### src/rtl/ant_reg_arbiter.sv
// ant_reg_arbiter: round-robin write arbiter in front of the shared ant-state
// register. It grants one requester (or the clear request) at a time, strobes
// the register load or clear for one cycle, then acknowledges the winner.

module ant_reg_arbiter #(
  parameter int N    = 42,
  parameter int NREQ = 4
) (
  input  logic                Clk,
  input  logic                Reset,
  input  logic [NREQ-1:0]     Req,
  input  logic [NREQ*N-1:0]   Wr_Data,
  input  logic                Clr_Req,
  output logic                Reg_Ld,
  output logic                Reg_Clr,
  output logic [N-1:0]        Reg_Data_In,
  output logic [NREQ-1:0]     Grant,
  output logic [NREQ-1:0]     Ack,
  output logic                Clr_Ack,
  output logic                Busy
);

  // A single requester still needs a one-bit index so ptr/sel stay legal vectors
  localparam int IW = (NREQ > 1) ? $clog2(NREQ) : 1;

  typedef enum logic [1:0] {
    IDLE  = 2'd0,
    LOAD  = 2'd1,
    CLEAR = 2'd2,
    ACK   = 2'd3
  } state_t;

  state_t state;
  state_t next_state;

  logic [IW-1:0]   ptr;
  logic [IW-1:0]   sel;
  logic            clr_flag;
  logic [IW-1:0]   pick;
  logic            found;
  logic [NREQ-1:0] pick_onehot;
  logic [IW-1:0]   scan_idx;
  int              scan_sum;

  // Find the first requester at or after ptr, wrapping past the top index
  always_comb begin
    pick     = '0;
    found    = 1'b0;
    scan_sum = 0;
    scan_idx = '0;
    for (int k = 0; k < NREQ; k++) begin
      scan_sum = int'(ptr) + k;
      if (scan_sum >= NREQ) begin
        scan_sum = scan_sum - NREQ;
      end
      scan_idx = IW'(scan_sum);
      if (!found && Req[scan_idx]) begin
        found = 1'b1;
        pick  = scan_idx;
      end
    end
  end

  // One-hot form of the chosen requester, loaded into Grant on a write grant
  always_comb begin
    pick_onehot = '0;
    for (int i = 0; i < NREQ; i++) begin
      pick_onehot[i] = (pick == IW'(i));
    end
  end

  // State register; reset from any state lands in IDLE
  always_ff @(posedge Clk) begin
    if (Reset) begin
      state <= IDLE;
    end else begin
      state <= next_state;
    end
  end

  // Next-state logic; clear wins over writes, and inputs are ignored outside IDLE
  always_comb begin
    next_state = state;
    case (state)
      IDLE: begin
        if (Clr_Req) begin
          next_state = CLEAR;
        end else if (found) begin
          next_state = LOAD;
        end
      end
      LOAD:    next_state = ACK;
      CLEAR:   next_state = ACK;
      ACK:     next_state = IDLE;
      default: next_state = IDLE;
    endcase
  end

  // Datapath: latch winner and its data at the grant, advance ptr after a write ack
  always_ff @(posedge Clk) begin
    if (Reset) begin
      ptr         <= '0;
      sel         <= '0;
      clr_flag    <= 1'b0;
      Reg_Data_In <= '0;
      Grant       <= '0;
    end else begin
      case (state)
        IDLE: begin
          if (Clr_Req) begin
            clr_flag <= 1'b1;
          end else if (found) begin
            clr_flag    <= 1'b0;
            sel         <= pick;
            Reg_Data_In <= Wr_Data[pick*N +: N];
            Grant       <= pick_onehot;
          end
        end
        ACK: begin
          Grant <= '0;
          if (!clr_flag) begin
            ptr <= (sel == IW'(NREQ - 1)) ? '0 : sel + IW'(1);
          end
        end
        default: begin
        end
      endcase
    end
  end

  // Output decode; Reset forces the register clear and masks the load strobe
  always_comb begin
    Reg_Ld  = (state == LOAD) && !Reset;
    Reg_Clr = (state == CLEAR) || Reset;
    Clr_Ack = (state == ACK) && clr_flag;
    Busy    = (state != IDLE);
    Ack     = '0;
    for (int i = 0; i < NREQ; i++) begin
      Ack[i] = (state == ACK) && !clr_flag && (sel == IW'(i));
    end
  end

endmodule
### config.mk
export PLATFORM = sky130hd
export DESIGN_NAME = ant_reg_arbiter
export DESIGN_NICKNAME = d
export VERILOG_FILES = /design/src/rtl/ant_reg_arbiter.sv
export SDC_FILE = /design/constraint.sdc
export NUM_CORES = 1
export LEC_CHECK = 0
export ABC_CLOCK_PERIOD_IN_PS = 2500
export CAP_MARGIN = 20
export CORE_ASPECT_RATIO = 1.25
export CORE_MARGIN = 2
export CORE_UTILIZATION = 36
export CTS_BUF_LIST = sky130_fd_sc_hd__clkbuf_8
export DETAILED_ROUTE_END_ITERATION = 16
export GPL_TIMING_DRIVEN = 0
export PLACE_DENSITY = 0.88
export RECOVER_POWER = 50
export SYNTH_ARGS = -nofsm -noshare
export SYNTH_HDL_FRONTEND = slang
export SYNTH_SLANG_ARGS = --single-unit
### constraint.sdc
create_clock -name Clk -period 2.5 [get_ports Clk]
set_clock_uncertainty 0.2 [all_clocks]
set_input_delay 0.25 -clock Clk [delete_from_list [all_inputs] [get_ports Clk]]
set_output_delay 0.25 -clock Clk [all_outputs]
set_load 0.03 [all_outputs]
# --- Word level (Yosys, flattened, before mapping) ---
# Cells that the tools add are included.
totals:
  ramBits: 0
  latch_bits: 0
  memories: 0
  reg_bits: 53
  elab_cells: 94
  romBits: 0
  inputBits: 175
  out_inout_bits: 54
op_classes:
  n_reduce_logical: 27
  shift: 1
  bitwise: 2
  n_mul: 1
  order_cmp: 8
  n_mux: 29
  n_addsub: 8
  div_mod_pow: 0
  eq_ne: 12
ops:
  columns: ["op", "n"]
  rows:
  - ["$shiftx A168 B9 Y42", 1]
  - ["$mux W2", 11]
  - ["$eq A2 B2 Y1 const B", 6]
  - ["$lt A2 B3 Y1 const B", 4]
  - ["$logic_and A1 B1 Y1", 10]
  - ["$mux W1", 10]
  - ["$ge A3 B3 Y1 const B", 3]
  - ["$bmux W1 S2", 4]
  - ["$mux W4", 2]
  - ["$pmux W4 S2", 1]
  - ["$sub A2 B1 Y2 const B", 4]
  - ["$mul A2 B5 Y7 const B", 1]
  - ["$add A2 B2 Y3 const B", 2]
  - ["$eq A2 B1 Y1 const B", 3]
  - ["$logic_not A2 Y1", 3]
  - ["$pmux W2 S3", 1]
  - ["$reduce_and A3 Y1", 2]
  - ["$reduce_bool A2 Y1", 3]
  - ["$logic_not A1 Y1", 5]
  - ["$ne A2 B2 Y1 const B", 2]
  - ["$reduce_and A2 Y1", 2]
  - ["$add A2 B1 Y3 const B", 1]
  - ["$ge A2 B3 Y1 const B", 1]
  - ["$ne A3 B3 Y1 const B", 1]
  - ["other kinds (4)", 5]

# --- Logic depth before layout (Yosys ltp) ---
# Gate-level depths: netlist (run 1).
depth:
  depth_word: 18
  depth_mapped: 8
  ltp_nobuf: 7

# --- Worst setup path after synthesis (run 1) ---
# No wires, ideal clock.
synth_path:
  path_type: "register to register"
  startpoint: "register state[0]"
  endpoint: "register sel[0]"
  arrival_ns: 1.818
  path_stages_with_launch: 9
  n_path_buf: 2
  synth_period_minus_slack_ns: 2.089
  setup_time_ns: 0.071
  setup_slack_ns: 0.411
  cell_sequence: "dfxtp_1 -> inv_1 -> ha_1 -> inv_1 -> nor3_1 -> buf_2 -> buf_2 -> nand2_1 -> a21oi_1"
synth_via:
  elab_chain_len: 2
synth_lines:
  columns: ["item", "line", "text"]
  rows:
  - ["start: declaration", "33", "state_t state;"]
  - ["start signal: assignment", "77", "state <= next_state;"]
  - ["$logic_not A2 Y1", "108", "case (state)"]
  - ["$reduce_and A3 Y1 (no line)", null, null]
  - ["end signal: assignment", "114", "sel <= pick;"]
  - ["end: declaration", "37", "logic [IW-1:0] sel;"]
# No other way between the ends.
# A chain may end at the register's enable or synchronous reset.

# --- Worst setup path after layout (run 1) ---
layout_path:
  startpoint: "register ptr[0]"
  endpoint: "register Reg_Data_In[15]"
layout_via:
  elab_chain_len: 16
  word_cells_on_any_way: 40
layout_lines:
  columns: ["item", "line", "text"]
  rows:
  - ["start: declaration", "36", "logic [IW-1:0] ptr;"]
  - ["start signal: assignment", "122", "ptr <= (sel == IW'(NREQ - 1)) ? '0 : sel + IW'(1);"]
  - ["branches (longest 16 deep; another with $add A2 B1 Y3)", null, null]
  - ["end signal: assignment", "115", "Reg_Data_In <= Wr_Data[pick*N +: N];"]
  - ["end: declaration", "16", "output logic [N-1:0] Reg_Data_In,"]
# Parallel ways; which one is timed is not known. The select of a mux whose other input is x is not followed.

==> out/metrics.yaml, run 1 <==
rsz0062_at_grt: "yes"
drt_iter0_markers: 336
max_freq_ghz: 0.421
tns_ns: 0
layout.nets: 798
grt_max_degree: 19
critPathMaxFanout: 10
row_count: 38
die_area_um2: 9750
timing.slew.headroom: 0.610
drv_slew: 0
syn_to_final_growth_pct: 77.7
place.gp.congestion: 0.881
pwr-share-clk: 0.179
critPathCapture: "Reg_Data_In[15]$_SDFFE_PP0P_"
antenna_cells: 0
synth.area.top_cells: "dfxtp_1 33%, a222oi_1 7.4%, nor2_1 6.5%, a311oi_1 6.5%, a21boi_2 6.3%"
cts_tree: "yes"
ff2ff_setup_slack_ns: 0.13
drt-pass1-iter-count: 8
maxCapViolCount: 0
start_util: 0.371
leakage_nw: 2.22
status: "completed"
cts_made_buffers: 5
grt_antenna_before_repair: 1
fin_crit_ns: 2.37
via_per_inst: 5.57
overflow: 0
drc: 0
synth_edf_count: 0
netlist_instances: 382
start_kind: "flop"
dp_hpwl_mm: 10.5
grt_pass1_vias: 4059
yosysSeqAreaShare: 0.328
clock_sinks: 53
final_layout_size_suffix_gt1_frac: 0.0829
worstPathRequired_ns: 2.47
root_buffer: "clkbuf_8"
power_frac_comb: 0.462
grt_pass1_wl_mm: 19.1
ant_nets: 0
crit_chain: "nor2b_1 -> nor3_1 -> a211o_1 -> clkbuf_1 -> buf_2 -> a222oi_1 -> a311oi_1"
dpl_cell_area_um2: 5630
nFillCells: 728
coreArea_um2: 8700
routedWlPerCell_um: 17.6
synth_common_cells: "56 x nor2_1, 53 x dfxtp_1, 30 x nand2_1"
crit_path_top_delay_cell: "a222oi_1"
clk_path_buf_depth: 2
die_h_um: 110
vias: 4094
p_switching_w: 0.00108
setup_viol: 0
reg2regPathDepth: 7
syn_area_um2: 3230
hp-class: "in2reg"
cts_max_level: 2
peakVddDrop_mv: 0.233
path_class: "reg2reg"
cts_hold_buf: 0
design_area_um2: 5740
synth_top_area_share: 0.328
synthFlopType: "dfxtp_1"
yosys.area.top_type: "dfxtp_1"
worstMarginPinSlew_ns: 0.585
max_stage_delay_ns: 0.47
clkLatencyLatePin_ns: 0.31
clk_pin_slew_ns: 0.10
yosysWarnings: 0
worstPathArrival_ns: 2.35
ioPinCount: 229
powerDensity_nw_per_um2: 501
internal-power_w: 0.00179
syn_nets: 566
drt_wl_total_mm: 13.0
period_share: 0.949
numPortBuffers: 225
yosysMostFrequentCell: "nor2_1"
p_sw_frac: 0.377
startpoint: "ptr[0]$_SDFFE_PP0P_"
avgSynthCellArea_um2: 8.46
seqPwrFrac: 0.359
grtUsageTotal: 0.250
ys_ff_latch: 53
fp.dieW_um: 88.7
r2r_end: "Reg_Data_In[15]$_SDFFE_PP0P_"
worstSetupEndpointType: "flop"
synthArstFlopShare: 0
final_hold_viol_count: 0
r2r-start: "ptr[0]$_SDFFE_PP0P_"
ys_types: 34
-- final cells by class --
class                           count  area, um^2  share of cell area
Sequential cell                    53        1060               0.185
Buffer                             42         245              0.0427
Timing Repair Buffer              225        2250               0.392
Multi-Input combinational cell    280        1920               0.334
Clock buffer                        5        68.8              0.0120
Inverter                            7        26.3             0.00458
Tap cell                          120         150              0.0262
Clock inverter                      3        25.0             0.00436
-- per-layer routing --
metal,vias up,routed length [um],GRT usage
met5,-,13,0
met4,2,292,0.0898
met3,26,1230,0.0563
met2,237,6770,0.470
met1,1888,4660,0.266
li1,1941,-,-
-- logic make-up (layout without fill, tap and decap cells) --
family                     count (synthesis)  count (layout)  synth area share
AOI/OAI and AO/OA                        141             141             0.365
and+or+nand+nor                          126             126             0.176
DFF                                       53              53             0.328
buffers and inverters                     49             282            0.0829
adders and majority gates                  9               9            0.0349
muxes                                      4               4            0.0124
-- sequential cells by signal, indices dropped and copies added, names as in the netlist --
name         flops
Grant            4
sel              2
clr_flag         1
Reg_Data_In     42
state            2
ptr              2
-- worst max-delay path, delay by kind of cell, from the launching register on --
kind	cells	cell delay, ns
AOI/OAI and AO/OA	3	0.89
buffers and inverters	2	0.44
DFF	1	0.40
and+or+nand+nor	2	0.30
-- power by group through the flow --
| stage | registers (W) | logic (W) | clock network [W] |
|---|---|---|---|
| after global routing | 0.00105 | 0.00142 | 0.000558 |
| after global placement | 0.00105 | 0.00133 | 0 |
| final | 0.00103 | 0.00133 | 0.000515 |
| after detailed placement | 0.00105 | 0.00136 | 0 |
| after CTS | 0.00104 | 0.00136 | 0.000522 |
| after floorplan | 0.00126 | 0.000495 | 0 |
-- timing repair --
action / 4_1_cts / 5_1_grt
resized for setup: 6 / 9
endpoints found under the setup margin: 5 / 43
pin swaps: 1 / 0
buffers inserted: 0 / 0
endpoints found under the hold margin: 0 / 0
-- layout by cell type (no fill, tap or decap), drive strengths merged --
cell and n:
or4 2, clkdlybuf4s50 173, a311oi 24, a22oi 4, nand2 30, nor3 4, a21oi 6, a211oi 21
ha 9, inv 8, clkinv 1, o21ai 21, o221a 1, nand3 1, o22ai 1, clkbuf 32
dlygate4sd3 46, or2 1, nor4 1, and2 5, nor2 56, a221oi 18, o211a 2, dfxtp 53
buf 15, and3 18, dlygate4sd2 5, or3 1, dlymetal6s2s 1, nor2b 7, a222oi 24, a211o 1
clkinvlp 1, mux2i 4, a21boi 18
-- through the flow --
step / hold WS [ns] / worst slack (ns) / std cells / power, W / utilization
floorplan: 0.209 / 0.411 / 382 / 0.00175 / -
global placement: 0.281 / -0.258 / 727 / 0.00238 / 0.647
detailed placement: 0.285 / -0.326 / 727 / 0.00242 / 0.647
CTS: 0.220 / 0.0434 / 735 / 0.00292 / 0.658
global route: 0.211 / -0.00457 / 735 / 0.00303 / 0.660
finish: 0.191 / 0.127 / 735 / 0.00288 / 0.660
-- worst min path at each step --
stage                            startpoint                            to  slack (ns)  cells after the start
5_1_grt                              Req[0]         state[0]$_SDFFE_PP0P_        0.21                      4
6_report                             Req[0]         state[1]$_SDFFE_PP0P_        0.19                      4
3_3_place_gp   Reg_Data_In[30]$_SDFFE_PP0P_  Reg_Data_In[30]$_SDFFE_PP0P_        0.28                      2
4_1_cts                              Req[0]         state[0]$_SDFFE_PP0P_        0.22                      4
2_1_floorplan                   Wr_Data[84]   Reg_Data_In[0]$_SDFFE_PP0P_        0.21                      2
3_5_place_dp   Reg_Data_In[38]$_SDFFE_PP0P_  Reg_Data_In[38]$_SDFFE_PP0P_        0.29                      2
(Power assumes the default switching activity.)
==> run 2: changes to the inputs <==
Settings changed: PLACE_DENSITY 0.88 to default, PLACE_DENSITY_LB_ADDON from default to 0.3.
==> out/metrics.yaml, run 2 (synthesized netlist as in run 1, its figures left out) <==
register_area_um2: 1060  # unchanged
critPathMaxFanout: 4  # -6
drv_slew: 0  # unchanged
dpl_cell_area_um2: 5630  # unchanged
peakVddDrop_mv: 0.274  # +18%
grt_pass1_wl_mm: 19.9  # +4.6%
fp.dieW_um: 88.7  # unchanged
routedWlPerCell_um: 18.5  # +5.0%
start_kind: "flop"
via_per_inst: 5.54  # -0.49%
grtUsageTotal: 0.265  # +0.0150
fin_crit_ns: 2.38  # +0.00375 ns
dp_hpwl_mm: 10.6  # +0.38%
setup_viol: 0  # unchanged
finalNonFillerCells: 735  # unchanged
coreArea_um2: 8700  # unchanged
grt_pass1_vias: 4037  # -0.54%
top_register: "Reg_Data_In"
crit_chain: "inv_1 -> ha_1 -> inv_1 -> clkdlybuf4s50_1"
worstPathRequired_ns: 2.05  # -0.42 ns
critPathBufInv: 3  # +1
clk_path_buf_depth: 2  # unchanged
multi_input_comb_area_um2: 1920  # +0.46%
crit_path_top_delay_cell: "clkdlybuf4s50_1"
hp-class: "in2reg"
rsz0062_at_grt: "no"
drt_wl_total_mm: 13.6  # +5.0%
timing.slew.headroom: 0.573  # -0.0369
vias: 4074  # -0.49%
top_regs: "Reg_Data_In x42, Grant x4"
cts_tree: "yes"
place_inst: 727  # unchanged
final_layout_size_suffix_gt1_frac: 0.0813  # -0.00163
final_hold_viol_count: 0  # unchanged
design_area_um2: 5780  # +0.63%
syn_to_final_growth_pct: 78.8
layout_common_cells: "173 x clkdlybuf4s50_1, 56 x nor2_1, 53 x dfxtp_1, 46 x dlygate4sd3_1, 30 x nand2_1"
drt_iter0_markers: 273  # -19%
largest_register_ffs: 42  # unchanged
row_count: 38  # unchanged
clkLatencyLatePin_ns: 0.31  # about the same
worstSetupEndpointType: "output pin"
numPortBuffers: 225  # unchanged
final_common_cell: "clkdlybuf4s50_1"
nFillCells: 786  # +8.0%
layout.nets: 798  # unchanged
path_class: "reg2out"
powerDensity_nw_per_um2: 520  # +3.7%
start_util: 0.371  # unchanged
max_stage_delay_ns: 0.70  # +0.23 ns
cp_common_cell: "inv_1"
grt_max_degree: 17  # -2
worstPathArrival_ns: 1.93  # -0.42 ns
leakage_nw: 2.23  # +0.77%
max_freq_ghz: 0.421  # -0.16%
clock_sinks: 53  # unchanged
die_area_um2: 9750  # unchanged
place.gp.congestion: 0.853  # -3.1%
critical-path-top-delay-family: "buffers and inverters"
antenna_cells: 0  # unchanged
cts_max_level: 2  # unchanged
root_buffer: "clkbuf_8"
worstMarginPinSlew_ns: 0.640  # +0.0553 ns
clk_pin_slew_ns: 0.10  # about the same
drt-pass1-iter-count: 7  # -1
drc: 0  # unchanged
period_share: 0.951  # +0.00150
die_h_um: 110  # unchanged
cts_made_buffers: 5  # unchanged
maxCapViolCount: 0  # unchanged
ioPinCount: 229  # unchanged
status: "completed"
ant_nets: 0  # unchanged
grt_antenna_before_repair: 2  # +1
overflow: 0  # unchanged
-- run 2: layout make-up --
class                   instances  share of cell area
plain buffers                  42              0.0420
clock buffers                   6              0.0143
clock inverters                 2             0.00650
inverters                       7             0.00455
multi-input cells             280               0.333
flip-flops and latches         53               0.184
well taps                     120              0.0260
repair buffers                225               0.390
-- run 2: power breakdown --
| group | leakage [nW] | switching, W | internal, W |
|---|---|---|---|
| sequential | 0.437 | 0.0000684 | 0.000965 |
| combinational | 1.74 | 0.000712 | 0.000625 |
| clock | 0.0574 | 0.000304 | 0.000326 |
| total | 2.23 | 0.00108 | 0.00192 |
-- run 2: stage by stage --
stage          hold WS [ns]  setup WS, ns  utilization  power, W  setup TNS, ns
4_1_cts               0.204        0.0143        0.661   0.00304              0
2_1_floorplan         0.209         0.411            -   0.00175              0
6_report              0.203         0.123        0.664   0.00300              0
3_5_place_dp          0.283        -0.366        0.647   0.00242         -13.33
3_3_place_gp          0.280        -0.241        0.647   0.00239          -7.92
5_1_grt               0.227        0.0341        0.664   0.00315              0
-- run 2: worst register-to-register path, delay by kind of cell, from the launching register on --
kind                   cells  cell delay (ns)
AO/OA/AOI/OAI              4             0.79
buffers and inverters      3             0.97
flip-flops                 1             0.31
-- run 2: final timing paths --
check	slack, ns	end	cells past startpoint	startpoint
worst max-delay path	0.12	Busy	4	state[0]$_SDFFE_PP0P_
worst min-delay path	0.20	state[0]$_SDFFE_PP0P_	4	Req[0]
worst max register to register	0.16	Reg_Data_In[39]$_SDFFE_PP0P_	7	ptr[1]$_SDFFE_PP0P_
worst min register to register	0.29	Reg_Data_In[26]$_SDFFE_PP0P_	2	Reg_Data_In[26]$_SDFFE_PP0P_
-- run 2: routing by layer --
| layer | global-route usage | share of wire | up-vias |
|---|---|---|---|
| li1 | - | - | 1933 |
| met1 | 0.290 | 0.37 | 1894 |
| met2 | 0.491 | 0.51 | 222 |
| met3 | 0.0631 | 0.097 | 21 |
| met4 | 0.0877 | 0.021 | 4 |
| met5 | 0 | 0.0017 | - |
-- run 2: timing repair --
action | in CTS | in global routing
resized for setup | 6 | 7
hold buffers | 0 | 0
cloned | 0 | 0
setup endpoints to repair | 40 | 36
buffers inserted | 0 | 0
